<file path="src/rtl/text_blit_controller_pkg.sv">
// Shared constants, state encoding and small helpers for the glyph blitter.
// Cell geometry and framebuffer pitch live here so a text-clear block can reuse them.
package text_pkg;

    localparam int CHAR_WIDTH   = 20;
    localparam int CHAR_HEIGHT  = 30;
    localparam int SCREEN_WIDTH = 680;
    localparam int TEXT_TOP     = 240;
    localparam int COLS         = 32;
    localparam int MAX_CHARS    = 240;

    localparam int ADDR_W     = 19;
    localparam int ROM_ADDR_W = 11;
    localparam int INDEX_W    = 8;
    localparam int GLYPH_W    = 6;
    localparam int COUNT_W    = 5;

    localparam logic [7:0] FG_COLOR = 8'hFF;
    localparam logic [7:0] BG_COLOR = 8'h00;

    typedef enum logic [2:0] {
        IDLE,
        BASE,
        FETCH,
        WAIT,
        DRAW,
        DONE,
        ERR
    } blit_state_t;

    function automatic logic [ROM_ADDR_W-1:0] romAddress(input logic [GLYPH_W-1:0] glyph,
                                                         input logic [COUNT_W-1:0] row);
        return ROM_ADDR_W'(glyph) * ROM_ADDR_W'(CHAR_HEIGHT) + ROM_ADDR_W'(row);
    endfunction

    // Leftmost pixel is the MSB, so shifting by the column brings it to the top bit.
    function automatic logic [7:0] pixelColor(input logic [CHAR_WIDTH-1:0] bits,
                                              input logic [COUNT_W-1:0] col);
        logic [CHAR_WIDTH-1:0] shifted;
        shifted = bits << col;
        return shifted[CHAR_WIDTH-1] ? FG_COLOR : BG_COLOR;
    endfunction

endpackage

</file>
<file path="src/rtl/text_blit_controller_if.sv">
// Request, glyph-ROM and framebuffer-write signals of the blitter in one bundle.
// The slave modport is the blitter itself; master is its surroundings.
interface text_blit_controller_if;
    import text_pkg::*;

    logic                    req_valid;
    logic                    req_ready;
    logic [INDEX_W-1:0]      req_index;
    logic [GLYPH_W-1:0]      req_glyph;
    logic [ROM_ADDR_W-1:0]   rom_addr;
    logic [CHAR_WIDTH-1:0]   rom_data;
    logic                    fb_we;
    logic [ADDR_W-1:0]       fb_addr;
    logic [7:0]              fb_data;
    logic                    fb_grant;
    logic                    busy;
    logic                    done;
    logic                    err;

    modport slave (
        input  req_valid, req_index, req_glyph, rom_data, fb_grant,
        output req_ready, rom_addr, fb_we, fb_addr, fb_data, busy, done, err
    );

    modport master (
        output req_valid, req_index, req_glyph, rom_data, fb_grant,
        input  req_ready, rom_addr, fb_we, fb_addr, fb_data, busy, done, err
    );

endinterface

</file>
<file path="src/rtl/text_cell_base.sv">
// Combinational map from a text cell index to the pixel address of its top-left corner.
module text_cell_base
    import text_pkg::*;
(
    input  logic [INDEX_W-1:0] index,
    output logic [ADDR_W-1:0]  base
);

    logic [ADDR_W-1:0] line;
    logic [ADDR_W-1:0] column;

    always_comb begin
        line   = ADDR_W'(index) / ADDR_W'(COLS);
        column = ADDR_W'(index) % ADDR_W'(COLS);
        base   = (ADDR_W'(TEXT_TOP) + line * ADDR_W'(CHAR_HEIGHT)) * ADDR_W'(SCREEN_WIDTH)
               + column * ADDR_W'(CHAR_WIDTH);
    end

endmodule

</file>
<file path="src/rtl/text_blit_controller.sv">
// Draws one glyph into the text region: fetches each ROM row, then writes its
// pixels through the shared framebuffer port, advancing only on arbiter grant.
module text_blit_controller
    import text_pkg::*;
(
    input  logic clock,
    input  logic reset,
    text_blit_controller_if.slave bus
);

    localparam logic [COUNT_W-1:0] LAST_ROW  = COUNT_W'(CHAR_HEIGHT - 1);
    localparam logic [COUNT_W-1:0] LAST_COL  = COUNT_W'(CHAR_WIDTH - 1);
    localparam logic [INDEX_W-1:0] MAX_INDEX = INDEX_W'(MAX_CHARS);

    blit_state_t           state;
    logic [INDEX_W-1:0]    indexReg;
    logic [GLYPH_W-1:0]    glyphReg;
    logic [ADDR_W-1:0]     rowBase;
    logic [ADDR_W-1:0]     cellBase;
    logic [COUNT_W-1:0]    row;
    logic [COUNT_W-1:0]    col;
    logic [CHAR_WIDTH-1:0] rowReg;

    text_cell_base cellMap (
        .index (indexReg),
        .base  (cellBase)
    );

    // rowBase starts at the cell base and steps one pitch per row, so the
    // write address is always rowBase + col without a multiplier in the loop.
    always_ff @(posedge clock) begin
        if (reset) begin
            state         <= IDLE;
            indexReg      <= '0;
            glyphReg      <= '0;
            rowBase       <= '0;
            row           <= '0;
            col           <= '0;
            rowReg        <= '0;
            bus.req_ready <= 1'b1;
            bus.rom_addr  <= '0;
            bus.fb_we     <= 1'b0;
            bus.fb_addr   <= '0;
            bus.fb_data   <= '0;
            bus.busy      <= 1'b0;
            bus.done      <= 1'b0;
            bus.err       <= 1'b0;
        end else begin
            bus.done <= 1'b0;
            bus.err  <= 1'b0;
            case (state)
                IDLE: begin
                    if (bus.req_valid) begin
                        indexReg      <= bus.req_index;
                        glyphReg      <= bus.req_glyph;
                        bus.req_ready <= 1'b0;
                        bus.busy      <= 1'b1;
                        if (bus.req_index < MAX_INDEX) begin
                            state <= BASE;
                        end else begin
                            bus.err <= 1'b1;
                            state   <= ERR;
                        end
                    end
                end
                ERR: begin
                    bus.busy      <= 1'b0;
                    bus.req_ready <= 1'b1;
                    state         <= IDLE;
                end
                BASE: begin
                    rowBase      <= cellBase;
                    row          <= '0;
                    bus.rom_addr <= romAddress(glyphReg, '0);
                    state        <= FETCH;
                end
                FETCH: begin
                    state <= WAIT;
                end
                WAIT: begin
                    rowReg      <= bus.rom_data;
                    col         <= '0;
                    bus.fb_we   <= 1'b1;
                    bus.fb_addr <= rowBase;
                    bus.fb_data <= pixelColor(bus.rom_data, '0);
                    state       <= DRAW;
                end
                DRAW: begin
                    if (bus.fb_grant) begin
                        if (col == LAST_COL) begin
                            bus.fb_we <= 1'b0;
                            if (row == LAST_ROW) begin
                                bus.done <= 1'b1;
                                state    <= DONE;
                            end else begin
                                row          <= row + 1'b1;
                                rowBase      <= rowBase + ADDR_W'(SCREEN_WIDTH);
                                bus.rom_addr <= romAddress(glyphReg, row + 1'b1);
                                state        <= FETCH;
                            end
                        end else begin
                            col         <= col + 1'b1;
                            bus.fb_addr <= bus.fb_addr + ADDR_W'(1);
                            bus.fb_data <= pixelColor(rowReg, col + 1'b1);
                        end
                    end
                end
                DONE: begin
                    bus.busy      <= 1'b0;
                    bus.req_ready <= 1'b1;
                    state         <= IDLE;
                end
                default: begin
                    bus.fb_we     <= 1'b0;
                    bus.busy      <= 1'b0;
                    bus.req_ready <= 1'b1;
                    state         <= IDLE;
                end
            endcase
        end
    end

endmodule

</file>
<file path="src/flat_wrapper.sv">
// flat-port wrapper written by rule: the top's interface ports become plain ports
module text_blit_controller_flat import text_pkg::*;
  (clock, reset, bus_req_valid, bus_req_index, bus_req_glyph, bus_rom_data, bus_fb_grant, bus_req_ready, bus_rom_addr, bus_fb_we, bus_fb_addr, bus_fb_data, bus_busy, bus_done, bus_err);
  text_blit_controller_if bus_i ();
  input  logic clock;
  input  logic reset;
  input wire logic [$bits(bus_i.req_valid)-1:0] bus_req_valid;
  input wire logic [$bits(bus_i.req_index)-1:0] bus_req_index;
  input wire logic [$bits(bus_i.req_glyph)-1:0] bus_req_glyph;
  input wire logic [$bits(bus_i.rom_data)-1:0] bus_rom_data;
  input wire logic [$bits(bus_i.fb_grant)-1:0] bus_fb_grant;
  output wire logic [$bits(bus_i.req_ready)-1:0] bus_req_ready;
  output wire logic [$bits(bus_i.rom_addr)-1:0] bus_rom_addr;
  output wire logic [$bits(bus_i.fb_we)-1:0] bus_fb_we;
  output wire logic [$bits(bus_i.fb_addr)-1:0] bus_fb_addr;
  output wire logic [$bits(bus_i.fb_data)-1:0] bus_fb_data;
  output wire logic [$bits(bus_i.busy)-1:0] bus_busy;
  output wire logic [$bits(bus_i.done)-1:0] bus_done;
  output wire logic [$bits(bus_i.err)-1:0] bus_err;
  assign bus_i.req_valid = bus_req_valid;
  assign bus_i.req_index = bus_req_index;
  assign bus_i.req_glyph = bus_req_glyph;
  assign bus_i.rom_data = bus_rom_data;
  assign bus_i.fb_grant = bus_fb_grant;
  assign bus_req_ready = bus_i.req_ready;
  assign bus_rom_addr = bus_i.rom_addr;
  assign bus_fb_we = bus_i.fb_we;
  assign bus_fb_addr = bus_i.fb_addr;
  assign bus_fb_data = bus_i.fb_data;
  assign bus_busy = bus_i.busy;
  assign bus_done = bus_i.done;
  assign bus_err = bus_i.err;
  text_blit_controller u_core (.clock(clock), .reset(reset), .bus(bus_i));
endmodule
</file>
<file path="config.mk">
export PLATFORM = sky130hd
export DESIGN_NAME = text_blit_controller_flat
export DESIGN_NICKNAME = d
export VERILOG_FILES = /design/src/rtl/text_blit_controller_pkg.sv /design/src/rtl/text_blit_controller_if.sv /design/src/rtl/text_cell_base.sv /design/src/rtl/text_blit_controller.sv /design/src/flat_wrapper.sv
export SDC_FILE = /design/constraint.sdc
export NUM_CORES = 1
export LEC_CHECK = 0
export CAP_MARGIN = 15
export CORE_UTILIZATION = 50
export CTS_CLUSTER_DIAMETER = 50
export DETAILED_ROUTE_END_ITERATION = 16
export PLACE_DENSITY = 0.72
export REMOVE_ABC_BUFFERS = 1
export SLEW_MARGIN = 20
export SYNTH_ARGS = -nofsm -noshare
export SYNTH_HDL_FRONTEND = slang
export SYNTH_HIERARCHICAL = 1
export SYNTH_SLANG_ARGS = --single-unit
</file>
<file path="constraint.sdc">
create_clock -name clock -period 8.5 [get_ports clock]
set_input_delay 1.7 -clock clock [delete_from_list [all_inputs] [get_ports clock]]
set_output_delay 1.7 -clock clock [all_outputs]
set_load 0.05 [all_outputs]
</file>
==> impl_metrics.tcl, run 1 <==
set metrics [dict create \
    cts_resized 0 \
    via_count 6739 \
    peakVddDrop_mv 0.291 \
    min_period_over_period_pct 77.3 \
    outcome "complete, no violations" \
    htreeDepth 3 \
    antenna_found_initial 0 \
    reg2reg_depth 23 \
    max-cap-violations 0 \
    slew_headroom_pct 35.0 \
    timing.critical_path.mode_cell "ha_1" \
    wl_per_cell_um 14.3 \
    critPathBufInv 1 \
    multiInputGateArea_sq_mm 0.00515 \
    die_area_sq_mm 0.0158 \
    setup-violations-final 0 \
    ys_warn_count 6 \
    syn_to_final_growth_pct 14.3 \
    cts_root_buf "clkbuf_16" \
    cts_sinks 101 \
    cts_buffers 9 \
    nFillCells 1381 \
    drt-initial-drc-count 442 \
    placed_area_sq_mm 0.00846 \
    finClkSkew_ns 0.0123 \
    holdCritStartpoint "u_core/rowReg[12]" \
    cp-start-kind "flop" \
    dp_hpwl_um 12200 \
    io-pin-count 81 \
    grt_pass1_wl_um 28900 \
    drtAntennaViolNets 0 \
    die_w_um 126 \
    cts_max_path_buffers 2 \
    critPathRequiredTime_ns 8.76 \
    placeableCoreArea_sq_mm 0.0148 \
    grt_overflow 0 \
    rows 44 \
    ys_seq_area_share_pct 26.4 \
    die_h_um 126 \
    clock.fmax_ghz 0.152 \
    clk_latency_ns 0.36 \
    antennaDiodeCount 0 \
    worstHoldPathType "flop to flop" \
    synth_cells 966 \
    seqCellArea_sq_mm 0.00202 \
    synth-edff-count 0 \
    min_path_cells 2 \
    hold_viol_final 0 \
    rrSetupSlack_ns 1.93 \
    r2r_start "u_core/indexReg[6]" \
    stdcell_count 1193 \
    grt_pass1_vias 6123 \
    cp_slowest_stage_delay_ns 0.58 \
    critPathArrivalTime_ns 6.82 \
    tightest_slew_ns 0.975 \
    layout_commonest_cell "nand2_1" \
    grt_setup_unrepaired "false" \
    cts_tree "done" \
    cpMaxStageDelayCell "or4_4" \
    clk_pin_slew_ns 0.08 \
    cp_cell_sequence "inv_1, fa_1, xor2_1, ha_1, o21bai_1, xnor2_1, ha_1, xor2_1, ha_1, fa_1, ha_1, ha_1, ha_1, a21o_1, a211oi_1, o311ai_1, or4_4, nor4_4, mux2i_1, nand4_1, nand2_1, o41ai_1, a32o_1" \
    final_cell_mix "nand2_1, dfxtp_1, a21oi_1" \
    syn_avg_cell_area_sq_um 7.93 \
    ys.flop_type "dfxtp_1" \
    drive_gt1_share_pct 4.86 \
    hold_path_end "u_core/rowReg[12]" \
    post-cts-setup-buffer-count 0 \
    final_nets 1133 \
    wl_um 17100 \
    p_total_mw 3.09 \
    start_util_pct 51.9 \
    gp_congestion 0.855 \
    cts_hold_buf 0 \
    ys_async_sr_fraction_pct 0 \
    final.min_clock_period_ns 6.57 \
    path_delay_family "adder cells" \
    grt_usage_pct 22.1 \
    setup_tns_ns 0 \
    dp.cells 1177 \
    worst_setup_path_end_kind "flop" \
    drc_errors 0 \
    synth_seq_cells 101 \
    synth_cell_types 77 \
    firstDrtPassIters 4 \
    syn_area_sq_mm 0.00766 \
    grt_max_degree 79 \
    vias_per_cell 5.65 \
    worst_r2r_endpoint "u_core/rowBase[18]" \
    p_per_area_mw_per_mm2 352 \
    report.final.slew_viol_count 0 \
    cp_max_fo 9 \
    crit_type "flop to flop" \
    p_leak_nw 3.36 \
    final_area_sq_mm 0.00876 \
    port_buffers 80 \
]
==> metal layers <==
layer	GRT usage (%)	vias up	share of wire (%)
met5	0	-	0
met4	6.52	0	1.0
met3	3.70	13	3.3
met2	36.7	119	47
met1	29.5	3148	49
li1	-	3459	-
==> tightest hold or removal path, stage by stage (launching register included) <==
cell and delay (ns):
dfxtp_1 0.31, nand2_1 0.05, a21oi_1 0.05
==> area by class of cell <==
class | count | share of cell area, %
well taps | 184 | 2.63
multi-input cells | 750 | 58.8
repair buffers | 86 | 9.63
inverters | 56 | 2.40
clock buffers | 9 | 2.57
flip-flops and latches | 101 | 23.1
clock inverters | 7 | 0.886
==> state kept, by name, summed over array words and instances, names as in the netlist <==
signal and flops:
u_core/bus.busy 1, u_core/bus.done 1, u_core/bus.err 1, u_core/bus.fb_addr 19, u_core/bus.fb_data 1, u_core/bus.fb_we 1
u_core/bus.req_ready 1, u_core/bus.rom_addr 11, u_core/col 5, u_core/glyphReg 6, u_core/indexReg 8, u_core/row 4
u_core/rowBase 19, u_core/rowReg 20, u_core/state 3
==> worst max-delay path by stage <==
| stage | to | from | slack, ns | depth (start not counted) |
|---|---|---|---|---|
| final | u_core/rowBase[18] | u_core/indexReg[6] | 1.93 | 23 |
| after global placement | u_core/rowBase[18] | u_core/indexReg[6] | 2.09 | 23 |
| after detailed placement | u_core/rowBase[18] | u_core/indexReg[6] | 1.91 | 23 |
| after floorplan | u_core/rowBase[18] | u_core/indexReg[6] | 2.30 | 22 |
| after global routing | u_core/rowBase[18] | u_core/indexReg[6] | 1.44 | 24 |
| after CTS | u_core/rowBase[18] | u_core/indexReg[6] | 1.90 | 23 |
==> stage by stage <==
step                setup slack [ns]  hold WS [ns]  utilization (%)
floorplan                       2.30         0.427                -
global placement                2.09         0.440             57.3
detailed placement              1.91         0.445             57.3
CTS                             1.90         0.455             59.4
global route                    1.44         0.473             59.4
finish                          1.93         0.455             59.4
==> kinds of logic after synthesis <==
logic type / synth area share (%)
other: 0.0489
DFF: 26.4
adders and majority gates: 16.7
buffers and inverters: 6.60
muxes: 2.38
xor gates and xnor gates: 5.09
and+or+nand+nor: 21.5
AOI/OAI and AO/OA: 21.3
==> power breakdown <==
group,total [mW],switching (mW),internal (mW)
clock,0.432,0.199,0.232
sequential,0.570,0.0517,0.518
combinational,2.08,1.19,0.897
total,3.09,1.44,1.65
==> cells in the mapped netlist, types with 22 or more instances <==
cell type | n | share of area, %
nand3_1 | 22 | 1.4
inv_1 | 56 | 2.7
a211oi_1 | 24 | 2.4
o21ai_0 | 41 | 2.7
nor2_1 | 80 | 3.9
ha_1 | 72 | 12
xnor2_1 | 32 | 3.7
dfxtp_1 | 101 | 26
nand2_1 | 135 | 6.6
nor3_1 | 27 | 1.8
clkbuf_1 | 38 | 1.9
a21oi_1 | 96 | 6.3
Power figures use the tool's default switching activity.
==> run 2: changes to the inputs <==
==> constraint.sdc (replaced) <==
create_clock -name clock -period 6.3 [get_ports clock]
set_input_delay 1.26 -clock clock [delete_from_list [all_inputs] [get_ports clock]]
set_output_delay 1.26 -clock clock [all_outputs]
set_load 0.05 [all_outputs]
==> impl_metrics.tcl, run 2 (synthesized netlist as in run 1, its figures left out) <==
set metrics [dict create \
    cp-start-kind "flop" \
    final.min_clock_period_ns 6.11 \
    grt_max_degree 68 \
    final_nets 1147 \
    drt-initial-drc-count 433 \
    port_buffers 80 \
    cts_hold_buf 0 \
    worst_setup_path_end_kind "flop" \
    outcome "complete, no violations" \
    grt_pass1_vias 6055 \
    cts_tree "done" \
    gp_congestion 0.871 \
    crit_type "flop to flop" \
    grt_pass1_wl_um 28300 \
    placeableCoreArea_sq_mm 0.0148 \
    cts_sinks 101 \
    cts_root_buf "clkbuf_16" \
    worst_r2r_endpoint "u_core/rowBase[18]" \
    top_register "u_core/rowReg" \
    peakVddDrop_mv 0.583 \
    r2r_start "u_core/indexReg[7]" \
    htreeDepth 3 \
    dp_hpwl_um 12100 \
    p_leak_nw 3.44 \
    reg2reg_depth 23 \
    vias_per_cell 5.62 \
    reg_top3 "u_core/rowReg x20, u_core/bus.fb_addr x19, u_core/rowBase x19" \
    final_area_sq_mm 0.00900 \
    drive_gt1_share_pct 7.92 \
    die_w_um 126 \
    grt_overflow 0 \
    antenna_found_initial 0 \
    finClkSkew_ns 0.00933 \
    rrSetupSlack_ns 0.19 \
    critPathArrivalTime_ns 6.36 \
    syn_to_final_growth_pct 17.4 \
    cp_max_fo 5 \
    layout_commonest_cell "nand2_1" \
    min_period_over_period_pct 97.0 \
    clk_latency_ns 0.36 \
    slew_headroom_pct 35.2 \
    clock.fmax_ghz 0.164 \
    die_area_sq_mm 0.0158 \
    dp_slack_ns -0.0386 \
    rows 44 \
    grt_usage_pct 21.6 \
    final_util_pct 61.0 \
    start_util_pct 51.9 \
    drtAntennaViolNets 0 \
    wl_um 17100 \
    clk_pin_slew_ns 0.07 \
    setup_tns_ns 0 \
    wl_per_cell_um 14.2 \
    tightest_slew_ns 0.968 \
    setup-violations-final 0 \
    nFillCells 1349 \
    antennaDiodeCount 0 \
    critPathRequiredTime_ns 6.55 \
    via_count 6780 \
    setup_ws_ns 0.190 \
    io-pin-count 81 \
    final_cell_mix "nand2_1, dfxtp_1, a21oi_1" \
    die_h_um 126 \
    p_per_area_mw_per_mm2 542 \
    firstDrtPassIters 5 \
    hold_viol_final 0 \
    worstHoldPathType "flop to flop" \
    report.final.slew_viol_count 0 \
    startpoint "u_core/indexReg[7]" \
    crit_end "u_core/rowBase[18]" \
    drc_errors 0 \
    largest_reg_flops 20 \
    cts_buffers 9 \
    cts_max_path_buffers 2 \
    placed_area_sq_mm 0.00852 \
    max-cap-violations 0 \
]
[run 2: layout make-up]
type | instances | area [sq um] | share of cell area, %
timing repair buffer | 100 | 948 | 10.5
clock inverter | 6 | 53.8 | 0.598
sequential | 101 | 2020 | 22.5
multi-input combinational | 750 | 5310 | 58.9
inverter | 56 | 210 | 2.34
clock buffer | 10 | 229 | 2.54
tap | 184 | 230 | 2.56
[run 2: worst max-delay path: stages, from the launching register on]
cell and delay (ns):
dfxtp_2 0.33, inv_1 0.06, fa_2 0.63, xor2_1 0.09, ha_1 0.19, o21bai_2 0.21, xnor2_2 0.22, ha_2 0.27
xor2_4 0.21, ha_1 0.28, fa_1 0.55, ha_4 0.21, ha_4 0.24, ha_4 0.25, a21o_1 0.23, a211oi_2 0.26
o311ai_2 0.16, or4_4 0.59, nor4_4 0.29, mux2i_1 0.22, nand4_1 0.09, nand2_1 0.07, o41ai_1 0.08, a32o_1 0.24
[run 2: what timing repair did]
action                     in CTS  in global routing
setup buffers                   0                  5
setup endpoints to repair       1                  3
pin swaps                       0                 14
gates resized for setup         1                 24
[run 2: report_power, final]
group	switching [mW]	leakage (nW)	internal, mW
Sequential	0.0684	0.821	0.699
Combinational	1.86	2.48	1.70
Clock	0.266	0.136	0.275
Total	2.20	3.44	2.68
[run 2: routing by layer]
layer	global-route usage [%]	part of all wire [%]	routed length, um	vias up
met5	0	0	0	-
met4	6.52	1.3	223	0
met3	3.82	3.9	665	16
met2	35.1	47	8010	141
met1	29.3	48	8200	3126
li1	-	-	-	3497
[run 2: worst min path at each step]
stage | from | end | slack [ns] | cells after the start
floorplan | u_core/rowReg[0] | u_core/rowReg[0] | 0.43 | 2
global placement | u_core/rowReg[12] | u_core/rowReg[12] | 0.44 | 2
detailed placement | u_core/rowReg[19] | u_core/rowReg[19] | 0.44 | 2
CTS | u_core/rowReg[0] | u_core/rowReg[0] | 0.46 | 2
global route | u_core/rowReg[16] | u_core/rowReg[16] | 0.47 | 2
finish | u_core/bus.rom_addr[2] | u_core/bus.rom_addr[2] | 0.45 | 2
[run 2: metrics by stage]
step	hold WS (ns)	instances	total power [mW]
5_1_grt	0.474	1207	5.27
3_3_place_gp	0.439	1186	3.69
4_1_cts	0.455	1202	4.33
2_1_floorplan	0.427	907	3.03
6_report	0.454	1207	4.87
3_5_place_dp	0.444	1186	3.76
==> run 3: changes to the inputs <==
--- a/config.mk
+++ b/config.mk
@@ -6,10 +6,10 @@
 export NUM_CORES = 1
 export LEC_CHECK = 0
 export CAP_MARGIN = 15
-export CORE_UTILIZATION = 50
+export CORE_UTILIZATION = 46
 export CTS_CLUSTER_DIAMETER = 50
 export DETAILED_ROUTE_END_ITERATION = 16
-export PLACE_DENSITY = 0.72
+export PLACE_DENSITY = 0.67
 export REMOVE_ABC_BUFFERS = 1
 export SLEW_MARGIN = 20
 export SYNTH_ARGS = -nofsm -noshare
==> impl_metrics.tcl, run 3 (synthesized netlist as in run 1, its figures left out) <==
set metrics [dict create \
    vias_per_cell 5.42 \
    drt-initial-drc-count 369 \
    port_buffers 80 \
    gp_congestion 0.867 \
    worstHoldPathType "flop to flop" \
    holdCritStartpoint "u_core/bus.rom_addr[2]" \
    slew_headroom_pct 27.3 \
    reg2reg_depth 23 \
    setup-violations-final 0 \
    die_area_sq_mm 0.0172 \
    min_path_cells 2 \
    antennaDiodeCount 0 \
    htreeDepth 3 \
    clock.fmax_ghz 0.163 \
    crit_type "flop to flop" \
    antenna_found_initial 0 \
    critPathArrivalTime_ns 6.36 \
    clk_latency_ns 0.35 \
    grt_usage_pct 20.9 \
    via_count 6707 \
    worst_setup_path_end_kind "flop" \
    cts_tree "done" \
    wl_um 17100 \
    cp-start-kind "flop" \
    final.min_clock_period_ns 6.12 \
    top_register "u_core/rowReg" \
    io-pin-count 81 \
    power_frac_comb_pct 70.6 \
    report.final.slew_viol_count 0 \
    grt_pass1_vias 6052 \
    rows 46 \
    firstDrtPassIters 8 \
    p_sw_mw 2.06 \
    grt_max_degree 69 \
    hold_viol_final 0 \
    p_int_mw 2.55 \
    final_nets 1145 \
    layout_commonest_cell "nand2_1" \
    critPathRequiredTime_ns 6.55 \
    cts_max_path_buffers 2 \
    p_per_area_mw_per_mm2 512 \
    cts_buffers 9 \
    drive_gt1_share_pct 7.74 \
    p_leak_nw 3.44 \
    syn_to_final_growth_pct 17.5 \
    p_seq_share_pct 16.7 \
    p_total_mw 4.61 \
    clk_pin_slew_ns 0.07 \
    dp_hpwl_um 12300 \
    drc_errors 0 \
    switching_share_pct 44.7 \
    placeableCoreArea_sq_mm 0.0161 \
    max-cap-violations 0 \
    min_period_over_period_pct 97.1 \
    r2r_start "u_core/indexReg[7]" \
    die_w_um 131 \
    wl_per_cell_um 13.9 \
    tightest_slew_ns 1.09 \
    peakVddDrop_mv 0.394 \
    worst_r2r_endpoint "u_core/rowBase[18]" \
    drtAntennaViolNets 0 \
    hold_path_end "u_core/bus.rom_addr[2]" \
    die_h_um 131 \
    start_util_pct 47.7 \
    outcome "complete, no violations" \
    final_cell_mix "nand2_1, dfxtp_1, a21oi_1" \
    power_frac_clock_pct 12.8 \
    cp_max_fo 4 \
    cts_sinks 101 \
    grt_overflow 0 \
    largest_reg_flops 20 \
    cts_root_buf "clkbuf_16" \
    reg_top3 "u_core/rowReg x20, u_core/bus.fb_addr x19, u_core/rowBase x19" \
    grt_pass1_wl_um 29000 \
    rrSetupSlack_ns 0.18 \
    finClkSkew_ns 0.00744 \
    setup_tns_ns 0 \
]
-- run 3: cell count changes in the layout (fill, tap and decap cells not counted), moves of 2 or more --
cell,delta
ha_1,+2
ha_4,-4
buf_4,-2
clkinv_4,-2
ha_2,+2
-- run 3: how the worst max path moves through the flow --
stage	slack (ns)	to	from
after detailed placement	-0.07	u_core/rowBase[18]	u_core/indexReg[5]
after global routing	-0.06	u_core/rowBase[18]	u_core/indexReg[7]
final	0.18	u_core/rowBase[18]	u_core/indexReg[7]
after floorplan	0.1	u_core/rowBase[18]	u_core/indexReg[6]
after global placement	0.14	u_core/rowBase[18]	u_core/indexReg[5]
after CTS	0.02	u_core/rowBase[18]	u_core/indexReg[5]
-- run 3: metal layers --
metal  vias up  global-route usage [%]  part of all wire, %
met2       132                    33.5                   46
met3        10                    3.25                  3.3
li1       3484                       -                    -
met1      3081                    29.8                   50
met5         -                       0                    0
met4         0                    4.39                 0.66
-- run 3: through the flow --
stage          setup WS (ns)  utilization, %  instances  cell area, sq um  hold WS [ns]
4_1_cts               0.0162            55.3       1233              8880         0.455
5_1_grt              -0.0641            56.1       1237              9000         0.469
3_5_place_dp         -0.0678            53.3       1217              8560         0.445
3_3_place_gp           0.137            53.3       1217              8560         0.440
2_1_floorplan         0.0954               -        907              7370         0.427
6_report               0.182            56.1       1237              9000         0.452
-- run 3: repair_timing --
| item | CTS | global route |
|---|---|---|
| pin swaps | 0 | 14 |
| buffers inserted | 0 | 4 |
| setup endpoints to repair | 1 | 3 |
| hold buffers | 0 | 0 |
| gates resized for setup | 1 | 20 |
| endpoints found under the hold margin | 0 | 0 |
-- run 3: critical path: stages, from the launching register on --
cell and delay [ns]:
dfxtp_2 0.33, inv_1 0.05, fa_2 0.59, xor2_1 0.07, ha_1 0.19, o21bai_2 0.21, xnor2_2 0.16, ha_2 0.21
xor2_2 0.19, buf_4 0.17, fa_2 0.60, ha_4 0.22, fa_1 0.45, ha_2 0.20, or3b_4 0.38, o22a_1 0.27
xnor2_2 0.15, or4_4 0.57, nor4_4 0.29, mux2i_1 0.22, nand4_1 0.12, nand2_1 0.07, o41ai_1 0.08, a32o_1 0.24
-- run 3: area by class of cell --
class                           instances  area [sq um]
Timing Repair Buffer                   98           933
Clock buffer                           10           239
Fill cell                            1514          7060
Clock inverter                          6          75.1
Sequential cell                       101          2020
Multi-Input combinational cell        750          5250
Inverter                               56           210
Tap cell                              216           270
-- run 3: power groups by stage --
stage / clock, mW / sequential, mW / combinational [mW]
finish: 0.589 / 0.767 / 3.25
floorplan: 0 / 0.833 / 2.20
global placement: 0 / 0.779 / 2.92
detailed placement: 0 / 0.779 / 2.95
global route: 0.631 / 0.779 / 3.64
CTS: 0.605 / 0.766 / 2.98
